## config.mk

```make
export PLATFORM = sky130hd
export DESIGN_NAME = manchester_deserializer
export DESIGN_NICKNAME = d
export VERILOG_FILES = /design/src/rtl/manchester_pkg.sv /design/src/rtl/manchester_pair_decoder.sv /design/src/rtl/manchester_deserializer.sv
export SDC_FILE = /design/constraint.sdc
export NUM_CORES = 1
export LEC_CHECK = 0
export ABC_AREA = 0
export CAP_MARGIN = 20
export CORE_AREA = 3 3 41 80
export CTS_BUF_LIST = sky130_fd_sc_hd__clkbuf_4 sky130_fd_sc_hd__clkbuf_8 sky130_fd_sc_hd__clkbuf_16
export CTS_CLUSTER_DIAMETER = 100
export DETAILED_ROUTE_END_ITERATION = 7
export DIE_AREA = 0 0 44 83
export GPL_TIMING_DRIVEN = 0
export HOLD_SLACK_MARGIN = 0.03
export PLACE_DENSITY = 0.84
export SETUP_SLACK_MARGIN = 0.2
export SYNTH_ARGS = -nofsm -noshare
export SYNTH_HDL_FRONTEND = slang
export SYNTH_SLANG_ARGS = --single-unit
```

## constraint.sdc

```tcl
create_clock -name aclk -period 2.9 [get_ports aclk]
set_input_delay 0.58 -clock aclk [delete_from_list [all_inputs] [get_ports aclk]]
set_output_delay 0.58 -clock aclk [all_outputs]
set_load 0.02 [all_outputs]
```

## src/rtl/manchester_pkg.sv

```systemverilog
// Manchester line-code constants and receiver state encoding,
// shared with the serializer/framer side.
package manchester_pkg;

    localparam logic [1:0] CHIP_ONE  = 2'b10;
    localparam logic [1:0] CHIP_ZERO = 2'b01;
    localparam logic [1:0] CHIP_SOF  = 2'b11;
    localparam logic [1:0] CHIP_IDLE = 2'b00;

    localparam int CHIPS_PER_BYTE = 16;

    typedef enum logic [1:0] {
        HUNT,
        SOF1,
        DATA,
        SOF_WAIT
    } state_t;

endpackage

```

## src/rtl/manchester_pair_decoder.sv

```systemverilog
// Decodes one Manchester chip pair into a data bit.
// 00 and 11 are not data symbols and raise o_code_err.
module manchester_pair_decoder
    import manchester_pkg::*;
(
    input  logic [1:0] i_pair,
    output logic       o_bit,
    output logic       o_code_err
);

    always_comb begin
        o_bit      = 1'b0;
        o_code_err = 1'b0;
        unique case (i_pair)
            CHIP_ONE:  o_bit = 1'b1;
            CHIP_ZERO: o_bit = 1'b0;
            default:   o_code_err = 1'b1;
        endcase
    end

endmodule

```

## src/rtl/manchester_deserializer.sv

```systemverilog
// Manchester receiver: SOF alignment, 16-chip byte decode, AXI4-Stream out.
// Define MANCHESTER_DESER_ERRCNT_EN to add saturating error counters.
module manchester_deserializer
    import manchester_pkg::*;
#(
    parameter int SYNC_STAGES    = 2,
    parameter int IDLE_MIN_CHIPS = 4
`ifdef MANCHESTER_DESER_ERRCNT_EN
    ,
    parameter int ERR_CNT_W      = 16
`endif
) (
    input  logic                 aclk,
    input  logic                 aresetn,
    input  logic                 serial_in,
    output logic [7:0]           m_axis_tdata,
    output logic                 m_axis_tvalid,
    input  logic                 m_axis_tready,
    output logic                 locked,
    output logic                 frame_err,
    output logic                 overrun
`ifdef MANCHESTER_DESER_ERRCNT_EN
    ,
    input  logic                 cnt_clr,
    output logic [ERR_CNT_W-1:0] code_err_cnt,
    output logic [ERR_CNT_W-1:0] overrun_cnt
`endif
);

    logic [SYNC_STAGES-1:0] r_sync;
    logic                   w_c;

    state_t     r_state, w_state_nxt;
    logic [3:0] r_idle_cnt, w_idle_nxt;
    logic [3:0] r_chip_cnt, w_chip_nxt;
    logic       r_prev;
    logic [7:0] r_shift, w_shift_nxt;

    logic       w_bit, w_code_err;
    logic [1:0] w_pair;
    logic [7:0] w_byte;
    logic       w_byte_done, w_ferr;

    logic [7:0] r_tdata;
    logic       r_tvalid, r_frame_err, r_overrun;

    always_ff @(posedge aclk or negedge aresetn) begin
        if (!aresetn) begin
            r_sync <= '0;
        end else begin
            r_sync <= {r_sync[SYNC_STAGES-2:0], serial_in};
        end
    end

    assign w_c    = r_sync[SYNC_STAGES-1];
    // Pair = previous chip followed by the current one; only odd chips use it.
    assign w_pair = {r_prev, w_c};
    assign w_byte = {r_shift[6:0], w_bit};

    manchester_pair_decoder u_dec (
        .i_pair     (w_pair),
        .o_bit      (w_bit),
        .o_code_err (w_code_err)
    );

    always_ff @(posedge aclk or negedge aresetn) begin
        if (!aresetn) begin
            r_state    <= HUNT;
            r_idle_cnt <= 4'd0;
            r_chip_cnt <= 4'd0;
            r_prev     <= 1'b0;
            r_shift    <= 8'd0;
        end else begin
            r_state    <= w_state_nxt;
            r_idle_cnt <= w_idle_nxt;
            r_chip_cnt <= w_chip_nxt;
            r_prev     <= w_c;
            r_shift    <= w_shift_nxt;
        end
    end

    always_comb begin
        w_state_nxt = r_state;
        w_idle_nxt  = r_idle_cnt;
        w_chip_nxt  = 4'd0;
        w_shift_nxt = r_shift;
        w_byte_done = 1'b0;
        w_ferr      = 1'b0;
        unique case (r_state)
            HUNT: begin
                if (!w_c) begin
                    if (r_idle_cnt != 4'd15) w_idle_nxt = r_idle_cnt + 4'd1;
                end else if (r_idle_cnt >= 4'(IDLE_MIN_CHIPS)) begin
                    w_state_nxt = SOF1;
                end else begin
                    w_idle_nxt = 4'd0;
                end
            end
            SOF1: begin
                if (w_c) begin
                    w_state_nxt = DATA;
                end else begin
                    w_state_nxt = HUNT;
                    w_idle_nxt  = 4'd1;
                end
            end
            DATA: begin
                w_chip_nxt = r_chip_cnt + 4'd1;
                if (r_chip_cnt[0]) begin
                    if (w_code_err) begin
                        w_ferr      = 1'b1;
                        w_state_nxt = HUNT;
                        w_idle_nxt  = 4'd0;
                    end else begin
                        w_shift_nxt = w_byte;
                        if (r_chip_cnt == 4'(CHIPS_PER_BYTE - 1)) begin
                            w_byte_done = 1'b1;
                            w_state_nxt = SOF_WAIT;
                        end
                    end
                end
            end
            SOF_WAIT: begin
                w_chip_nxt = r_chip_cnt + 4'd1;
                if (r_chip_cnt[0]) begin
                    w_chip_nxt = 4'd0;
                    if (w_pair == CHIP_SOF) begin
                        w_state_nxt = DATA;
                    end else if (w_pair == CHIP_IDLE) begin
                        w_state_nxt = HUNT;
                        w_idle_nxt  = 4'd2;
                    end else begin
                        w_ferr      = 1'b1;
                        w_state_nxt = HUNT;
                        w_idle_nxt  = 4'd0;
                    end
                end
            end
        endcase
    end

    always_ff @(posedge aclk or negedge aresetn) begin
        if (!aresetn) begin
            r_tdata     <= 8'd0;
            r_tvalid    <= 1'b0;
            r_frame_err <= 1'b0;
            r_overrun   <= 1'b0;
        end else begin
            r_frame_err <= w_ferr;
            r_overrun   <= 1'b0;
            if (w_byte_done) begin
                if (!r_tvalid || m_axis_tready) begin
                    r_tdata  <= w_byte;
                    r_tvalid <= 1'b1;
                end else begin
                    r_overrun <= 1'b1;
                end
            end else if (r_tvalid && m_axis_tready) begin
                r_tvalid <= 1'b0;
            end
        end
    end

    assign m_axis_tdata  = r_tdata;
    assign m_axis_tvalid = r_tvalid;
    assign locked        = (r_state == DATA) || (r_state == SOF_WAIT);
    assign frame_err     = r_frame_err;
    assign overrun       = r_overrun;

`ifdef MANCHESTER_DESER_ERRCNT_EN
    logic [ERR_CNT_W-1:0] r_code_err_cnt, r_overrun_cnt;

    always_ff @(posedge aclk or negedge aresetn) begin
        if (!aresetn) begin
            r_code_err_cnt <= '0;
            r_overrun_cnt  <= '0;
        end else if (cnt_clr) begin
            r_code_err_cnt <= '0;
            r_overrun_cnt  <= '0;
        end else begin
            if (r_frame_err && !(&r_code_err_cnt))
                r_code_err_cnt <= r_code_err_cnt + 1'b1;
            if (r_overrun && !(&r_overrun_cnt))
                r_overrun_cnt <= r_overrun_cnt + 1'b1;
        end
    end

    assign code_err_cnt = r_code_err_cnt;
    assign overrun_cnt  = r_overrun_cnt;
`endif

endmodule

```

==> reports/metrics.cfg <==
[run_status]
status=completed

[floorplanning]
die_y_microns=83
io_pins=16
fp.dieW_microns=44
rows=27
initial_core_util_pct=52.0
dieArea_sq_um=3650
core-area_sq_um=2770

[synthesis]
yosysSeqAreaShare_pct=53.8
syn_nets=121
yosys-top-cells-count=dfrtp_1, mux2_2, mux2_4, nor2_1, nand2_1
synth_ff_type=dfrtp_1
synthArstFlopShare_pct=100
avgSynthCellArea_sq_um=13.0
synth.most_common_cell=dfrtp_1
ys_types=32
synthTopCellsByArea=dfrtp_1, mux2_4, mux2_2
synth_top_cell_area_share_pct=53.8
syn_area_sq_um=1440
synth_top_area_cell=dfrtp_1
ys_ff_latch=31
syn_inst=111
synth_edf_count=0
ys_warn_count=0

[sta]
max_freq_mhz=445
hold_viol=0
timing_max_transition_violations_final=0
period_share_pct=77.6
rsz0062_at_grt=false
max_slew_margin_pct=54.5
setup_viol=0
worst_pin_slew_ns=0.680
min_period_ns=2.25
tns_ns=0
skew_ns=0.00834

[setup_path]
critPathMaxFanout=8
cp.arrival_ns=2.42
end_kind=flip-flop
start_kind=flip-flop
worst-setup-path-type=flip-flop to flip-flop
worstPathRequired_ns=3.07

[detailed_routing]
viasPerCell=5.45
postRouteAntennaNets=0
drt-total-wl_mm=2.38
drtPass1Iterations=4
remaining_drc_errors=0
dr_total_vias=894
post_drt_wl_per_cell_microns=14.5
drtIter0Drc=10

[finish]
drive_gt1_share_pct=26.7
diodes=0
syn2layout_area_growth_pct=23.0
utilization_pct=64.0
fin_nets=144

[flow_run]
max_cap_viol_count=0

[global_route]
grt_use_total_pct=15.8
grt_max_degree=20
grt_pass1_vias=943
overflow=0
antenna_found_initial=0
grt_pass1_wl_mm=4.22

[clocking]
cts-resized-gates=0
postCtsHoldBufs=0
clk_pin_slew_ns=0.06
cts_inserted_buffers=5
cts.sinks=31
postCtsSetupRepairBufs=0
htree_num_levels=2
clockRootBuffer=clkbuf_8
cts_tree=done
clock_latency_ns=0.29
cts_buffer_depth=2

[power]
vdd_drop_max_uv=523
power.switching_mw=0.341
p_clk_share_pct=35.7
p_leak_nw=0.891
pwr-share-seq_pct=42.7
pwr-share-comb_pct=21.6
power_density_nw_per_um2=688
p_int_mw=0.878
sw_frac_of_total_pct=28.0

[worst_hold_path]
holdCritPathClass=flip-flop to flip-flop

[place]
io_buffers=15
gp_congestion=0.872
dp_hpwl_mm=1.81

## layer usage
metal	track usage, %	vias up	part of all wire, %
met1	15.5	443	37
li1	-	426	-
met4	11.5	0	2.9
met5	0	-	0
met2	26.2	18	55
met3	4.77	7	4.4
## power by group through the flow
stage / registers [mW] / clock network (mW) / logic [mW]
finish: 0.520 / 0.436 / 0.264
global placement: 0.523 / 0 / 0.249
global route: 0.528 / 0.468 / 0.295
CTS: 0.520 / 0.445 / 0.267
detailed placement: 0.528 / 0 / 0.266
floorplan: 0.518 / 0 / 0.196
## worst paths after layout
kind                                     start                     endpoint  slack [ns]  depth (start not counted)
max                        r_sync[1]$_DFF_PN0_  m_axis_tdata[1]$_DFFE_PN0P_        0.65                          7
min reg2reg                r_sync[0]$_DFF_PN0_          r_sync[1]$_DFF_PN0_        0.35                          0
min in group asynchronous              aresetn      r_chip_cnt[2]$_DFF_PN0_        0.70                          1
min                        r_sync[0]$_DFF_PN0_          r_sync[1]$_DFF_PN0_        0.35                          0
max in group asynchronous              aresetn  m_axis_tdata[2]$_DFFE_PN0P_        1.67                          2
max reg2reg                r_sync[1]$_DFF_PN0_  m_axis_tdata[1]$_DFFE_PN0P_        0.65                          7
## per-stage QoR
stage	total power, mW	area, sq um	cells	setup WS, ns	hold WS, ns
6_report	1.22	1770	164	0.651	0.353
3_3_place_gp	0.772	1630	155	0.695	0.335
3_5_place_dp	0.794	1660	156	0.673	0.341
2_1_floorplan	0.714	1440	111	0.895	0.284
4_1_cts	1.23	1770	164	0.649	0.355
5_1_grt	1.29	1770	164	0.512	0.371
## sequential cells by signal, summed over array words and instances, names as in the netlist
name / count
r_prev: 1
m_axis_tvalid: 1
frame_err: 1
r_sync: 2
m_axis_tdata: 8
r_idle_cnt: 4
r_state: 2
overrun: 1
r_chip_cnt: 4
r_shift: 7
## cells in the final DEF, fill, tap and decap left out, types with 3 or more instances in the layout
| cell type | instances |
|---|---|
| clkdlybuf4s50_1 | 15 |
| mux2_4 | 8 |
| inv_1 | 4 |
| clkbuf_8 | 6 |
| o21ai_0 | 5 |
| mux2_2 | 9 |
| and3_1 | 3 |
| nor2_1 | 8 |
| dfrtp_1 | 31 |
| ha_1 | 6 |
| nand2_1 | 7 |
| a21oi_1 | 3 |
## critical path, cell delays in order (launching register included)
cell	delay, ns
dfrtp_1	0.46
inv_1	0.16
ha_1	0.43
nand4b_4	0.20
or2_4	0.30
nor2b_4	0.13
buf_12	0.14
mux2_4	0.30
## logic make-up after synthesis
logic type,share of synthesized area [%]
buffers and inverters,3.91
XOR/XNOR,1.82
adder cells (fa/ha/maj),5.21
AO/OA/AOI/OAI,6.94
flip-flops,53.8
AND/OR/NAND/NOR,12.9
multiplexers,15.4
## final cells by class
class,instances,area (sq um)
multi-input combinational,71,609
fill,212,997
sequential,31,776
clock buffer,6,82.6
tap,29,36.3
buffer,5,41.3
clock inverter,2,35.0
inverter,4,15.0
timing repair buffer,16,178
Note: power is estimated with default switching activity, not from simulation.
==> RTL change, RTL diff (config.mk and constraints unchanged) <==
`SYNC_STAGES`: 2 -> 4.
--- a/src/rtl/manchester_deserializer.sv
+++ b/src/rtl/manchester_deserializer.sv
@@ -3,7 +3,7 @@
 module manchester_deserializer
     import manchester_pkg::*;
 #(
-    parameter int SYNC_STAGES    = 2,
+    parameter int SYNC_STAGES    = 4,
     parameter int IDLE_MIN_CHIPS = 4
 `ifdef MANCHESTER_DESER_ERRCNT_EN
     ,
Behaviour: not the same (Yosys sat finds a counterexample within 10 cycles, from zero or initial values and one cycle with aresetn low).
==> RTL change against the original RTL <==
Non-clock buffer count increased by 2; synthesized cell count up 6.3%; total power up 16%; largest power group unchanged; synthesized area grew 5.7%; sequential cell count up 2; largest cell class unchanged; hold slack improved by 1.7 ps; worst setup slack lost 190 ps; wire length grew 11%; critical endpoint is now m_axis_tdata[2]; cell area up 3.7%; first-iteration DRC count is 40% higher; count of clock-buffer cells in the layout grew 1.
==> RTL change: results (changes against the original RTL) <==
Cell Count, Final, Fillers Out 171 (+4.3%); placed standard-cell area 1740 um2 (+5.0%); skew final 6.67 ps (-1.66 ps); largest net degree at the start of global routing 22 (+10%); # nets final 151 (+4.9%); critical path's largest stage delay 410 ps (-50 ps); Sequential Power 0.000619 W (+19%); post-synthesis mux area share 0.145 (-0.00833); Synth cell types 34 (+6.3%); clk_buf instances 7 (+1); VDD IR max 464 uV (-11%); initial DRC count 14 (+4); syn_nets 128 (+5.8%); adder-cell share of the synthesized area 0.0493 (-0.00282); post-synthesis compound-gate area fraction 0.0755 (+0.00609); met2 wire len 1520 um (+15%); Synth area leaders dfrtp_1 54%, mux2_4 7.9%, mux2_2 6.7%, ha_1 4.9%, nand2_1 2.5%; status completed; Least-Margin Pin Slew 644 ps (-35.9 ps); final WL 2650 um (+11%); met3 usage 0.0347 (-0.0130); WP data arrival 2610 ps (+190 ps); r2r startpoint r_sync[3]; #MultiIn Comb 75 (+5.6%); Fill cells 210 (-0.94%); r2r setup slk 460 ps (-190 ps); Vias 944 (+5.6%); invs w/o clock 3 (-1); leakage power 0.896 nW (+0.53%); Clock-cell share 0.0551 (-0.0112); number of global-route vias before repair 1055 (+12%); multi-input gate share of total cell area 0.344 (+0.000535); first-pass GRT wire length 4720 um (+12%); GPL Wtd Cong 0.804 (-7.8%); Avg Inst Size Synth 12.9 um2 (-0.54%); xor/xnor share of the synthesized area 0.00575 (-0.0125); met2 Resource Use GR 0.299 (+0.0372); met3 WL 96 um (-7.7%); Setup WS post-layout 458 ps (-194 ps); Worst R2R End m_axis_tdata[2]; hpwl dp 1970 um (+9.4%); Final Util 0.664 (+0.0239); Overall Global Routing Usage 0.172 (+0.0143); worst reg2reg path depth 8 (+1); Net Sw Frac 0.324 (+0.0439); WHS Endpoint r_sync[2]; Seq cells post-synth 33 (+6.5%); met1 Use GR 0.187 (+0.0320)
RTL change: changes by cell type after synthesis, moves of 2 or more:
cell | unedited run | this run
a21oi_1 | 3 | 5
and3_1 | 3 | 1
and4b_1 | 2 | 0
clkbuf_1 | 1 | 4
dfrtp_1 | 31 | 33
nand2_1 | 7 | 10
nor2_1 | 8 | 6
nor3_1 | 0 | 3
o21ai_0 | 5 | 3
xnor2_1 | 2 | 0
RTL change: how the worst max path moves through the flow:
stage / start / endpoint / slack, ps / cells after the start
final: r_sync[3] / m_axis_tdata[2] / 460 / 8
after global routing: r_sync[3] / m_axis_tdata[2] / 280 / 8
after CTS: r_sync[3] / m_axis_tdata[2] / 420 / 8
after detailed placement: r_sync[3] / m_axis_tdata[2] / 450 / 8
after global placement: r_sync[3] / m_axis_tdata[0] / 540 / 8
after floorplan: r_sync[3] / m_axis_tdata[0] / 770 / 8
